==> src/rtl/ahb_apb_pkg.sv <==
// Shared encodings, FSM state type and sizing helper for the multi-slave AHB-to-APB bridge.
package ahb_apb_pkg;

  localparam logic [1:0] HTRANS_IDLE   = 2'b00;
  localparam logic [1:0] HTRANS_BUSY   = 2'b01;
  localparam logic [1:0] HTRANS_NONSEQ = 2'b10;
  localparam logic [1:0] HTRANS_SEQ    = 2'b11;

  localparam logic [1:0] HRESP_OKAY  = 2'b00;
  localparam logic [1:0] HRESP_ERROR = 2'b01;

  typedef enum logic [2:0] {
    ST_IDLE,
    ST_WWAIT,
    ST_SETUP,
    ST_ACCESS,
    ST_ERR1,
    ST_ERR2
  } state_e;

  function automatic int idx_width(input int n);
    return (n > 1) ? $clog2(n) : 1;
  endfunction

endpackage

==> src/rtl/ahb_apb_bridge_mc_decoder.sv <==
// Combinational slave decode: upper address field -> slave index, one-hot select and miss flag.
module apb_decoder
  import ahb_apb_pkg::*;
#(
  parameter int ADDR_W      = 32,
  parameter int NUM_SLAVES  = 4,
  parameter int SLV_SEL_LSB = 12,
  parameter int IDX_W       = idx_width(NUM_SLAVES)
) (
  input  logic [ADDR_W-1:SLV_SEL_LSB] Haddr,
  input  logic                        valid,
  output logic [IDX_W-1:0]            index,
  output logic [NUM_SLAVES-1:0]       sel,
  output logic                        miss
);

  localparam int FIELD_W = ADDR_W - SLV_SEL_LSB;
  // Compare in at least 5 bits so NUM_SLAVES=16 never truncates against a narrow field.
  localparam int CMP_W   = (FIELD_W > 5) ? FIELD_W : 5;

  logic [CMP_W-1:0] field;

  assign field = CMP_W'(Haddr);
  assign index = IDX_W'(Haddr);
  assign miss  = valid && (field >= CMP_W'(NUM_SLAVES));

  always_comb begin
    sel = '0;
    for (int i = 0; i < NUM_SLAVES; i++) begin
      sel[i] = valid && !miss && (field == CMP_W'(i));
    end
  end

endmodule

==> src/rtl/ahb_apb_bridge_mc.sv <==
// AHB-Lite to multi-slave APB bridge with PREADY waits, PSLVERR/decode-miss ERROR responses and an access timeout.
module ahb_apb_bridge_mc
  import ahb_apb_pkg::*;
#(
  parameter int ADDR_W      = 32,
  parameter int DATA_W      = 32,
  parameter int NUM_SLAVES  = 4,
  parameter int SLV_SEL_LSB = 12,
  parameter int TIMEOUT     = 16
) (
  input  logic                         Hclk,
  input  logic                         Hrst,
  input  logic                         Hsel_APB,
  input  logic [1:0]                   Htrans,
  input  logic                         Hwrite,
  input  logic [ADDR_W-1:0]            Haddr,
  input  logic [DATA_W-1:0]            Hwdata,
  output logic                         Hready_out,
  output logic [1:0]                   Hresp,
  output logic [DATA_W-1:0]            Hrdata,
  output logic [NUM_SLAVES-1:0]        Pselx,
  output logic                         Penable,
  output logic                         Pwrite,
  output logic [ADDR_W-1:0]            Paddr,
  output logic [DATA_W-1:0]            Pwdata,
  input  logic [NUM_SLAVES*DATA_W-1:0] Prdata,
  input  logic [NUM_SLAVES-1:0]        Pready,
  input  logic [NUM_SLAVES-1:0]        Pslverr
);

  localparam int IDX_W = idx_width(NUM_SLAVES);
  localparam int CNT_W = (TIMEOUT > 2) ? $clog2(TIMEOUT) : 1;

  state_e                  state_q;
  logic [IDX_W-1:0]        idx_q;
  logic                    miss_q;
  logic [NUM_SLAVES-1:0]   sel_q;
  logic [NUM_SLAVES-1:0]   psel_q;
  logic                    penable_q;
  logic                    pwrite_q;
  logic [ADDR_W-1:0]       paddr_q;
  logic [DATA_W-1:0]       pwdata_q;
  logic [DATA_W-1:0]       hrdata_q;
  logic                    hready_q;
  logic [1:0]              hresp_q;
  logic [CNT_W-1:0]        tcnt_q;

  logic                    req_valid;
  logic                    accept;
  logic [IDX_W-1:0]        dec_idx;
  logic [NUM_SLAVES-1:0]   dec_sel;
  logic                    dec_miss;
  logic [DATA_W-1:0]       slv_rdata;
  logic                    slv_ready;
  logic                    slv_err;
  logic                    tmo_hit;

  assign req_valid = Hsel_APB && (Htrans == HTRANS_NONSEQ || Htrans == HTRANS_SEQ);
  assign accept    = req_valid && hready_q && (state_q == ST_IDLE || state_q == ST_ERR2);
  assign tmo_hit   = (TIMEOUT != 0) && (tcnt_q == CNT_W'(TIMEOUT - 1));

  apb_decoder #(
    .ADDR_W      (ADDR_W),
    .NUM_SLAVES  (NUM_SLAVES),
    .SLV_SEL_LSB (SLV_SEL_LSB),
    .IDX_W       (IDX_W)
  ) u_decoder (
    .Haddr (Haddr[ADDR_W-1:SLV_SEL_LSB]),
    .valid (req_valid),
    .index (dec_idx),
    .sel   (dec_sel),
    .miss  (dec_miss)
  );

  always_comb begin
    slv_rdata = '0;
    slv_ready = 1'b0;
    slv_err   = 1'b0;
    for (int i = 0; i < NUM_SLAVES; i++) begin
      if (idx_q == IDX_W'(i)) begin
        slv_rdata = Prdata[i*DATA_W +: DATA_W];
        slv_ready = Pready[i];
        slv_err   = Pslverr[i];
      end
    end
  end

  always_ff @(posedge Hclk or posedge Hrst) begin
    if (Hrst) begin
      state_q   <= ST_IDLE;
      idx_q     <= '0;
      miss_q    <= 1'b0;
      sel_q     <= '0;
      psel_q    <= '0;
      penable_q <= 1'b0;
      pwrite_q  <= 1'b0;
      paddr_q   <= '0;
      pwdata_q  <= '0;
      hrdata_q  <= '0;
      hready_q  <= 1'b1;
      hresp_q   <= HRESP_OKAY;
      tcnt_q    <= '0;
    end else begin
      case (state_q)
        // ERR2 already shows Hready_out=1, so it accepts the next address exactly like IDLE.
        ST_IDLE, ST_ERR2: begin
          state_q  <= ST_IDLE;
          hready_q <= 1'b1;
          hresp_q  <= HRESP_OKAY;
          if (accept) begin
            paddr_q  <= Haddr;
            pwrite_q <= Hwrite;
            idx_q    <= dec_idx;
            sel_q    <= dec_sel;
            miss_q   <= dec_miss;
            hready_q <= 1'b0;
            if (Hwrite) begin
              state_q <= ST_WWAIT;
            end else if (dec_miss) begin
              state_q <= ST_ERR1;
              hresp_q <= HRESP_ERROR;
            end else begin
              state_q <= ST_SETUP;
              psel_q  <= dec_sel;
            end
          end
        end
        ST_WWAIT: begin
          pwdata_q <= Hwdata;
          if (miss_q) begin
            state_q <= ST_ERR1;
            hresp_q <= HRESP_ERROR;
          end else begin
            state_q <= ST_SETUP;
            psel_q  <= sel_q;
          end
        end
        ST_SETUP: begin
          state_q   <= ST_ACCESS;
          penable_q <= 1'b1;
          tcnt_q    <= '0;
        end
        // A ready slave takes priority over a timeout expiring in the same cycle.
        ST_ACCESS: begin
          if (slv_ready || tmo_hit) begin
            psel_q    <= '0;
            penable_q <= 1'b0;
          end
          if (slv_ready && !slv_err) begin
            state_q  <= ST_IDLE;
            hready_q <= 1'b1;
            if (!pwrite_q) begin
              hrdata_q <= slv_rdata;
            end
          end else if (slv_ready || tmo_hit) begin
            state_q <= ST_ERR1;
            hresp_q <= HRESP_ERROR;
          end else begin
            tcnt_q <= tcnt_q + 1'b1;
          end
        end
        ST_ERR1: begin
          state_q  <= ST_ERR2;
          hready_q <= 1'b1;
        end
        default: begin
          state_q <= ST_IDLE;
        end
      endcase
    end
  end

  assign Hready_out = hready_q;
  assign Hresp      = hresp_q;
  assign Hrdata     = hrdata_q;
  assign Pselx      = psel_q;
  assign Penable    = penable_q;
  assign Pwrite     = pwrite_q;
  assign Paddr      = paddr_q;
  assign Pwdata     = pwdata_q;

endmodule

==> config.mk <==
export PLATFORM = sky130hd
export DESIGN_NAME = ahb_apb_bridge_mc
export DESIGN_NICKNAME = d
export VERILOG_FILES = /design/src/rtl/ahb_apb_pkg.sv /design/src/rtl/ahb_apb_bridge_mc_decoder.sv /design/src/rtl/ahb_apb_bridge_mc.sv
export SDC_FILE = /design/constraint.sdc
export NUM_CORES = 1
export LEC_CHECK = 0
export CAP_MARGIN = 20
export CORE_AREA = 2 2 122 124
export DETAILED_ROUTE_END_ITERATION = 8
export DIE_AREA = 0 0 124 126
export DONT_BUFFER_PORTS = 1
export PLACE_DENSITY = 0.6
export SLEW_MARGIN = 20
export SYNTH_ARGS = -nofsm -noshare
export SYNTH_HDL_FRONTEND = slang
export SYNTH_SLANG_ARGS = --single-unit
==> constraint.sdc <==
create_clock -name Hclk -period 5.7 [get_ports Hclk]
set_input_delay 1.71 -clock Hclk [delete_from_list [all_inputs] [get_ports Hclk]]
set_output_delay 1.71 -clock Hclk [all_outputs]
set_load 0.03 [all_outputs]
After elaboration in Yosys (flattened, before gate mapping)

Index checks and enable logic that the tools add are counted.

Flip-flop bits (word level): 119
Bits in latches: 0
Bits in writable memories: 0
Memory bits (read-only): 0
Bits of input ports: 206
Output and inout port bits: 105
Word-level logic and storage cells: 109
Memories kept: 0

$add $sub $neg: 1
$mul: 0
Div/mod/pow operators: 0
Order comparisons: 1
Equal/unequal tests: 24
Shift-type cells: 0
Mux-type cells: 40
Bitwise operators: 1
Reductions and logical operators: 29

Operator list:

| operator              | number |
|---|---|
| $mux W32              | 4 |
| $eq A20 B2 Y1 const B | 2 |
| $mux W4               | 7 |
| $eq A20 B1 Y1 const B | 1 |
| $ge A20 B3 Y1 const B | 1 |
| $logic_not A20 Y1     | 1 |
| $mux W3               | 6 |
| $ne A2 B2 Y1 const B  | 9 |
| $pmux W3 S5           | 1 |
| $mux W1               | 14 |
| $pmux W4 S3           | 1 |
| $logic_and A1 B1 Y1   | 10 |
| $eq A2 B2 Y1 const B  | 4 |
| $pmux W4 S2           | 1 |
| $eq A3 B2 Y1 const B  | 2 |
| $eq A3 B3 Y1 const B  | 2 |
| $mux W2               | 3 |
| $pmux W2 S3           | 1 |
| $reduce_and A2 Y1     | 3 |
| $reduce_and A3 Y1     | 2 |
| $reduce_and A6 Y1     | 1 |
| $reduce_bool A3 Y1    | 2 |
| $add A4 B1 Y4 const B | 1 |
| $eq A4 B4 Y1 const B  | 1 |
| other kinds (13)      | 16 |

Longest topological paths before layout

Gate-level depths: netlist of the first run.

Depth in word-level cells: 11
Depth in mapped cells: 9
Depth with buffers taken out: 6

By module

A second synthesis of the first run with hierarchy kept.

Cell total of the unflattened synthesis: 378
Area, all modules: 5,820.6 um^2

Modules (own cells, without submodules):

| module            | instances | cells each | area each (um^2) | seq. area each (um^2) |
|---|---|---|---|---|
| ahb_apb_bridge_mc | 1         | 360        | 5,680.4          | 2,954.1 |
| apb_decoder       | 1         | 18         | 140.1            | 0.0 |

Least setup slack after synthesis of the first run

Ideal clock, no wire load.

Kind: input to register
From: in Pready[3]
To: reg psel_q[0], in the netlist Pselx[0]
Library setup time: 125 ps
Data arrival time: 2,981 ps
Required time: 5,575 ps
Setup slack: 2,594 ps
Stages on the path: 4
Path buffers: 0
Cell sequence: mux4_2 -> o21ba_1 -> o22a_2 -> mux2_4

Longest elaborated chain between the ends: 4

Ends and longest elaborated chain:

| element                     | line                     | text |
|---|---|---|
| start: declaration          | ahb_apb_bridge_mc.sv:27  | `input logic [NUM_SLAVES-1:0] Pready,` |
| $mux W1                     | ahb_apb_bridge_mc.sv:80  | `if (idx_q == IDX_W'(i)) begin` |
| $logic_or A1 B1 Y1          | ahb_apb_bridge_mc.sv:145 | `if (slv_ready \|\| tmo_hit) begin` |
| $ne A2 B2 Y1 (no line)      | --                       |  |
| $reduce_and A6 Y1 (no line) | --                       |  |
| end signal: assignment      | ahb_apb_bridge_mc.sv:124 | `psel_q <= dec_sel;` |
| end signal: assignment      | ahb_apb_bridge_mc.sv:135 | `psel_q <= sel_q;` |
| end: declaration            | ahb_apb_bridge_mc.sv:38  | `logic [NUM_SLAVES-1:0] psel_q;` |

No other way between the ends.
A chain may end at the register's enable or synchronous reset.

Worst setup path in the final report of the first run

From: in Pready[2]
To: reg hrdata_q[12], in the netlist Hrdata[12]

Longest elaborated chain between the ends: 4

Ends and longest elaborated chain:

| element                     | line                     | text |
|---|---|---|
| $mux W1 (2 in a row)        | ahb_apb_bridge_mc.sv:80  |  |
| $logic_and A1 B1 Y1         | ahb_apb_bridge_mc.sv:149 | `if (slv_ready && !slv_err) begin` |
| $reduce_and A3 Y1 (no line) | --                       |  |
| end signal: assignment      | ahb_apb_bridge_mc.sv:153 | `hrdata_q <= slv_rdata;` |
| end: declaration            | ahb_apb_bridge_mc.sv:43  | `logic [DATA_W-1:0] hrdata_q;` |

No other way between the ends.

==> results_dict.tcl, run 1 <==
set metrics [dict create \
    yosys_warnings 0 \
    clk_latency_ns 0.41 \
    startpoint_type "primary input" \
    die_height_um 126 \
    drc 0 \
    fmaxAchievable_mhz 314 \
    wl_per_cell_um 22.9 \
    layout_common_cells "dfrtp_1 (113), nand2_1 (111), mux2_2 (65), mux4_2 (34), clkbuf_16 (17)" \
    leakage_uw 0.00276 \
    fin_cells 633 \
    synth_cell_types 44 \
    via_count 3485 \
    min_to "sel_q[1]$_DFFE_PP0P_" \
    synthCells 439 \
    htree_levels 4 \
    synthFlopType "dfrtp_1" \
    clockBufferDepth 2 \
    n_antenna_cell 0 \
    hold_viol_final 0 \
    worstHoldPathType "reg2reg" \
    placed_cell_area_mm2 0.00567 \
    io_buffers 0 \
    drtIter0Drc 253 \
    whs_path_depth 2 \
    muxShareOfSynthArea 0.282 \
    final_common_cell "dfrtp_1" \
    syn-num-nets 646 \
    regArea_mm2 0.00291 \
    grt_pass1_wl_um 21100 \
    synth_adder_area_share 0.00407 \
    dieArea_mm2 0.0156 \
    synth_area_mm2 0.00553 \
    fin_util 0.439 \
    synth_edf_count 0 \
    cts_tree "yes" \
    synth-simple-area-share 0.124 \
    dp_cells 601 \
    final_cell_area_mm2 0.00628 \
    crit_path_end_kind "flip-flop" \
    r2r_start "Paddr[13]$_DFFE_PP0P_" \
    powerDensity_mw_per_mm2 656 \
    path_max_fanout 32 \
    required_ns 5.99 \
    setup_violations 0 \
    place.gp.congestion 0.839 \
    drtPass1Iterations 4 \
    period_needed_ns 3.19 \
    synth_xor_area_frac 0.00158 \
    rsz0062_at_grt "false" \
    rr_endpoint "Hrdata[12]$_DFFE_PP0P_" \
    cts_root_buffer "clkbuf_16" \
    grt_usage 0.185 \
    status "completed" \
    crit_type "in2reg" \
    cts_setup_buffers 0 \
    postRouteAntennaNets 0 \
    grt_max_degree 85 \
    r2r_cells 4 \
    slew_headroom 0.375 \
    io_pins 311 \
    finalNetCount 643 \
    routed_wl_um 14500 \
    ys_async_sr_fraction 1.00 \
    drive_gt1_frac 0.332 \
    synth_top_family_by_area "multiplexers" \
    core.rowCount 44 \
    yosysSeqAreaShare 0.525 \
    final.fill_count 1293 \
    vdd_drop_max_mv 0.241 \
    syn2layout_area_growth_pct 13.6 \
    post_cts_resized 0 \
    final.setup.tns_ns 0 \
    clock_sinks 116 \
    worstPathArrival_ns 3.48 \
    ys_ff_latch 116 \
    grt_overflow 0 \
    via_per_inst 5.51 \
    cts_hold_buf 0 \
    cts_buffers 17 \
    grt_pass1_vias 3674 \
    slew_violations 0 \
    die-width_um 124 \
    tightest_slew_ns 0.936 \
    hp-start "sel_q[1]$_DFFE_PP0P_" \
    cap_viol_max_count 0 \
    reg2reg_slack_ns 2.80 \
    avgSynthCellArea_um2 12.6 \
    multi_input_area_mm2 0.00249 \
    worst_hold_slack_ns 0.481 \
    synth_compound_area_frac 0.0362 \
    antenna_found_initial 2 \
    dpl.hpwl_um 11200 \
    skew_ns 0.00510 \
    cts.clk_slew.worst_paths_ns 0.05 \
    initial_utilization 0.386 \
    period_share 0.559 \
    coreArea_mm2 0.0143 \
]
-- worst max-delay path by stage --
stage	start	end	slack [ns]	cells past startpoint
floorplan	Hrst	Hrdata[0]$_DFFE_PP0P_	0.92	1
global placement	Pready[1]	Hrdata[17]$_DFFE_PP0P_	2.08	5
detailed placement	Pready[2]	Hrdata[10]$_DFFE_PP0P_	2.03	5
CTS	Pready[2]	Hrdata[10]$_DFFE_PP0P_	2.47	5
global route	Pready[1]	Hrdata[5]$_DFFE_PP0P_	2.39	5
finish	Pready[2]	Hrdata[12]$_DFFE_PP0P_	2.51	5
-- synth_stat cells, types with 2 or more instances --
cell type | n | area share
buf_2 | 14 | 0.013
o211ai_1 | 3 | 0.0041
a31oi_1 | 2 | 0.0023
nand3b_1 | 4 | 0.0054
buf_6 | 2 | 0.0041
mux2_4 | 4 | 0.011
nand2_1 | 111 | 0.075
mux2_2 | 65 | 0.13
nor2_1 | 13 | 0.0088
inv_1 | 3 | 0.0020
nand2b_1 | 4 | 0.0045
nand3_1 | 3 | 0.0027
and3_1 | 2 | 0.0023
nor3_1 | 3 | 0.0027
o21ai_0 | 10 | 0.0091
clkbuf_1 | 7 | 0.0048
nor2b_1 | 6 | 0.0068
or3_1 | 2 | 0.0023
mux4_2 | 34 | 0.14
dfrtp_1 | 115 | 0.52
a32o_1 | 4 | 0.0072
nor4_1 | 4 | 0.0045
buf_1 | 3 | 0.0020
-- registers in the layout (all words and copies together), names as in the netlist, 3 cells and up --
| signal | flops |
|---|---|
| sel_q | 4 |
| Hrdata | 32 |
| Pselx | 4 |
| state_q | 3 |
| Paddr | 31 |
| tcnt_q | 4 |
| Pwdata | 32 |
-- area by class of cell --
cell class | instances | share of cell area
Clock buffer | 19 | 0.0705
Clock inverter | 13 | 0.0253
Inverter | 3 | 0.00259
Multi-Input combinational cell | 293 | 0.396
Sequential cell | 116 | 0.463
Tap cell | 184 | 0.0367
Timing Repair Buffer | 5 | 0.00598
-- power breakdown --
group / switching [uW] / internal, uW / total, uW
registers: 966 / 1160 / 2120
logic: 389 / 532 / 921
clock network: 382 / 696 / 1080
total: 1740 / 2380 / 4120
-- cells by family (layout without fill, tap and decap cells) --
| logic type | count (synthesis) | in the layout |
|---|---|---|
| AOI/OAI and AO/OA | 28 | 28 |
| buffers and inverters | 30 | 40 |
| DFF | 116 | 116 |
| muxes | 103 | 103 |
| adders and majority gates | 2 | 2 |
| other | 1 | 1 |
| xor gates and xnor gates | 1 | 1 |
| and+or+nand+nor | 158 | 158 |
-- metal layers --
metal / wire, um / GRT usage / part of all wire
met2: 7340 / 0.316 / 0.51
met5: 30 / 0 / 0.0021
met1: 5270 / 0.203 / 0.36
met4: 346 / 0.0727 / 0.024
met3: 1530 / 0.0752 / 0.11
-- worst max-delay path: stages --
cell     delay [ns]
nor2b_1        0.11
mux4_2         0.28
nand3_1        0.17
nor2_4         0.76
mux2_2         0.42
-- per-stage QoR --
| step | power (uW) | setup slack (ns) |
|---|---|---|
| 2_1_floorplan | 2840 | 0.919 |
| 3_3_place_gp | 3030 | 2.08 |
| 3_5_place_dp | 3080 | 2.03 |
| 4_1_cts | 4170 | 2.47 |
| 5_1_grt | 4350 | 2.39 |
| 6_report | 4120 | 2.51 |
No activity file was read; power rests on OpenSTA's default activity.
==> run 2, diff against run 1 <==
--- a/config.mk
+++ b/config.mk
@@ -6,11 +6,11 @@
 export NUM_CORES = 1
 export LEC_CHECK = 0
 export CAP_MARGIN = 20
-export CORE_AREA = 2 2 122 124
+export CORE_AREA = 2 2 121 123
 export DETAILED_ROUTE_END_ITERATION = 8
-export DIE_AREA = 0 0 124 126
+export DIE_AREA = 0 0 123 125
 export DONT_BUFFER_PORTS = 1
-export PLACE_DENSITY = 0.6
+export PLACE_DENSITY = 0.63
 export SLEW_MARGIN = 20
 export SYNTH_ARGS = -nofsm -noshare
 export SYNTH_HDL_FRONTEND = slang
==> constraint.sdc (replaced) <==
create_clock -name Hclk -period 2.9 [get_ports Hclk]
set_input_delay 0.87 -clock Hclk [delete_from_list [all_inputs] [get_ports Hclk]]
set_output_delay 0.87 -clock Hclk [all_outputs]
set_load 0.03 [all_outputs]
==> run 2 against run 1 <==
Effect of this change: die area is 1.6% lower; register-to-register slack worse by 2.4 ns; flip-flop and latch count stayed put; cell count is 1.4% higher; total power is 97% higher; global-route usage is 1.1 points higher; utilization is 0.79 points higher; routed wire length is 2.6% higher; worst hold slack worse by 0.18 ns; critical path type is now reg2reg; largest cell class unchanged.
==> results_dict.tcl, run 2 (synthesis gave the netlist of run 1 again) <==
set metrics [dict create \
    status "completed" \
    path_max_fanout 32 \
    grt_max_degree 49 \
    power_uw 8110 \
    syn2layout_area_growth_pct 14.7 \
    cts_root_buffer "clkbuf_16" \
    crit_type "reg2reg" \
    wl_per_cell_um 23.2 \
    slew_violations 0 \
    grt_pass1_wl_um 22500 \
    grt_overflow 0 \
    path_delay_family "simple AND/OR/NAND/NOR gates" \
    worstHoldPathType "in2async" \
    cts_buffers 17 \
    via_per_inst 5.58 \
    rsz0062_at_grt "false" \
    clk_latency_ns 0.41 \
    cts.clk_slew.worst_paths_ns 0.06 \
    drtIter0Drc 209 \
    cts_tree "yes" \
    worstPathArrival_ns 2.78 \
    final_common_cell "dfrtp_1" \
    coreArea_mm2 0.0142 \
    path_cells "nor2b_1 -> nand3_1 -> nor2_4 -> mux2_2" \
    place.gp.congestion 0.806 \
    crit_slowest_cell "nor2_4" \
    final.fill_count 1254 \
    max_stage_delay_ns 0.80 \
    setup_violations 0 \
    core.rowCount 44 \
    die-width_um 123 \
    drc 0 \
    finalWorstSetupSlack_ns 0.407 \
    cts_setup_buffers 0 \
    htree_levels 4 \
    skew_ns 0.0113 \
    grt_usage 0.196 \
    routed_wl_um 14900 \
    required_ns 3.19 \
    drtPass1Iterations 4 \
    die_height_um 125 \
    worst_hold_slack_ns 0.303 \
    dpl.hpwl_um 11400 \
    dieArea_mm2 0.0154 \
    crit_path_end_kind "flip-flop" \
    leakage_uw 0.00279 \
    critPathBufInv 0 \
    initial_utilization 0.389 \
    fmaxAchievable_mhz 401 \
    via_count 3582 \
    io_buffers 0 \
    fin_util 0.447 \
    cap_viol_max_count 0 \
    hold_viol_final 0 \
    period_share 0.860 \
    vdd_drop_max_mv 0.574 \
    finalNetCount 647 \
    powerDensity_mw_per_mm2 1280 \
    post_cts_resized 0 \
    layout_common_cells "dfrtp_1 (113), nand2_1 (111), mux2_2 (65), mux4_2 (34), clkbuf_16 (17)" \
    clockBufferDepth 2 \
    clock_sinks 116 \
    startpoint_type "flip-flop" \
    antenna_found_initial 6 \
    period_needed_ns 2.49 \
    tightest_slew_ns 0.978 \
    cts_hold_buf 0 \
    io_pins 311 \
    slew_headroom 0.346 \
    dp_slack_ns -0.0223 \
    postRouteAntennaNets 0 \
    grt_pass1_vias 3937 \
    drive_gt1_frac 0.334 \
]
==> run 2: cell types whose count changed in the layout (fill, tap and decap cells not counted), sizes merged <==
| cell | before | now |
|---|---|---|
| diode | 0 | 6 |
| buf | 5 | 9 |
| clkbuf | 19 | 21 |
| clkinv | 7 | 6 |
| clkinvlp | 3 | 2 |
| inv | 3 | 2 |
==> run 2: layout make-up <==
cell class                      count  area, um2  area share
Sequential cell                   116       2910       0.458
Multi-Input combinational cell    293       2490       0.393
Clock buffer                       21        460      0.0726
Tap cell                          184        230      0.0363
Clock inverter                     10        131      0.0207
Timing Repair Buffer                9       92.6      0.0146
Inverter                            3       15.0     0.00237
Antenna cell                        6       15.0     0.00237
==> run 2: report_power, final <==
group          internal [uW]  total, uW  switching [uW]
combinational           1060       1960             908
clock                   1380       2110             726
sequential              2270       4040            1760
==> run 2: final timing paths <==
| path | end | depth (start not counted) | slack (ns) | startpoint |
|---|---|---|---|---|
| setup / recovery | Hrdata[2]$_DFFE_PP0P_ | 4 | 0.41 | state_q[0]$_DFFE_PP0P_ |
| hold / removal | Pwdata[10]$_DFFE_PP0N_ | 1 | 0.30 | Hrst |
| setup reg to reg | Hrdata[2]$_DFFE_PP0P_ | 4 | 0.41 | state_q[0]$_DFFE_PP0P_ |
| hold reg to reg | sel_q[1]$_DFFE_PP0P_ | 2 | 0.50 | sel_q[1]$_DFFE_PP0P_ |
| max in group asynchronous | Pwdata[4]$_DFFE_PP0N_ | 2 | 1.96 | Hrst |
| min in group Hclk | sel_q[1]$_DFFE_PP0P_ | 2 | 0.50 | sel_q[1]$_DFFE_PP0P_ |
==> run 2: per-stage QoR <==
step / TNS [ns] / cells / cell area [um2]
finish: 0 / 642 / 6340
global route: 0 / 641 / 6340
CTS: 0 / 636 / 6330
detailed placement: -0.268 / 605 / 5740
global placement: 0 / 605 / 5740
floorplan: 0 / 439 / 5530
==> run 2: metal layers <==
metal,GRT usage,wire length [um]
met1,0.206,5260
met4,0.0963,331
met3,0.0999,1800
met5,0,0
met2,0.322,7500
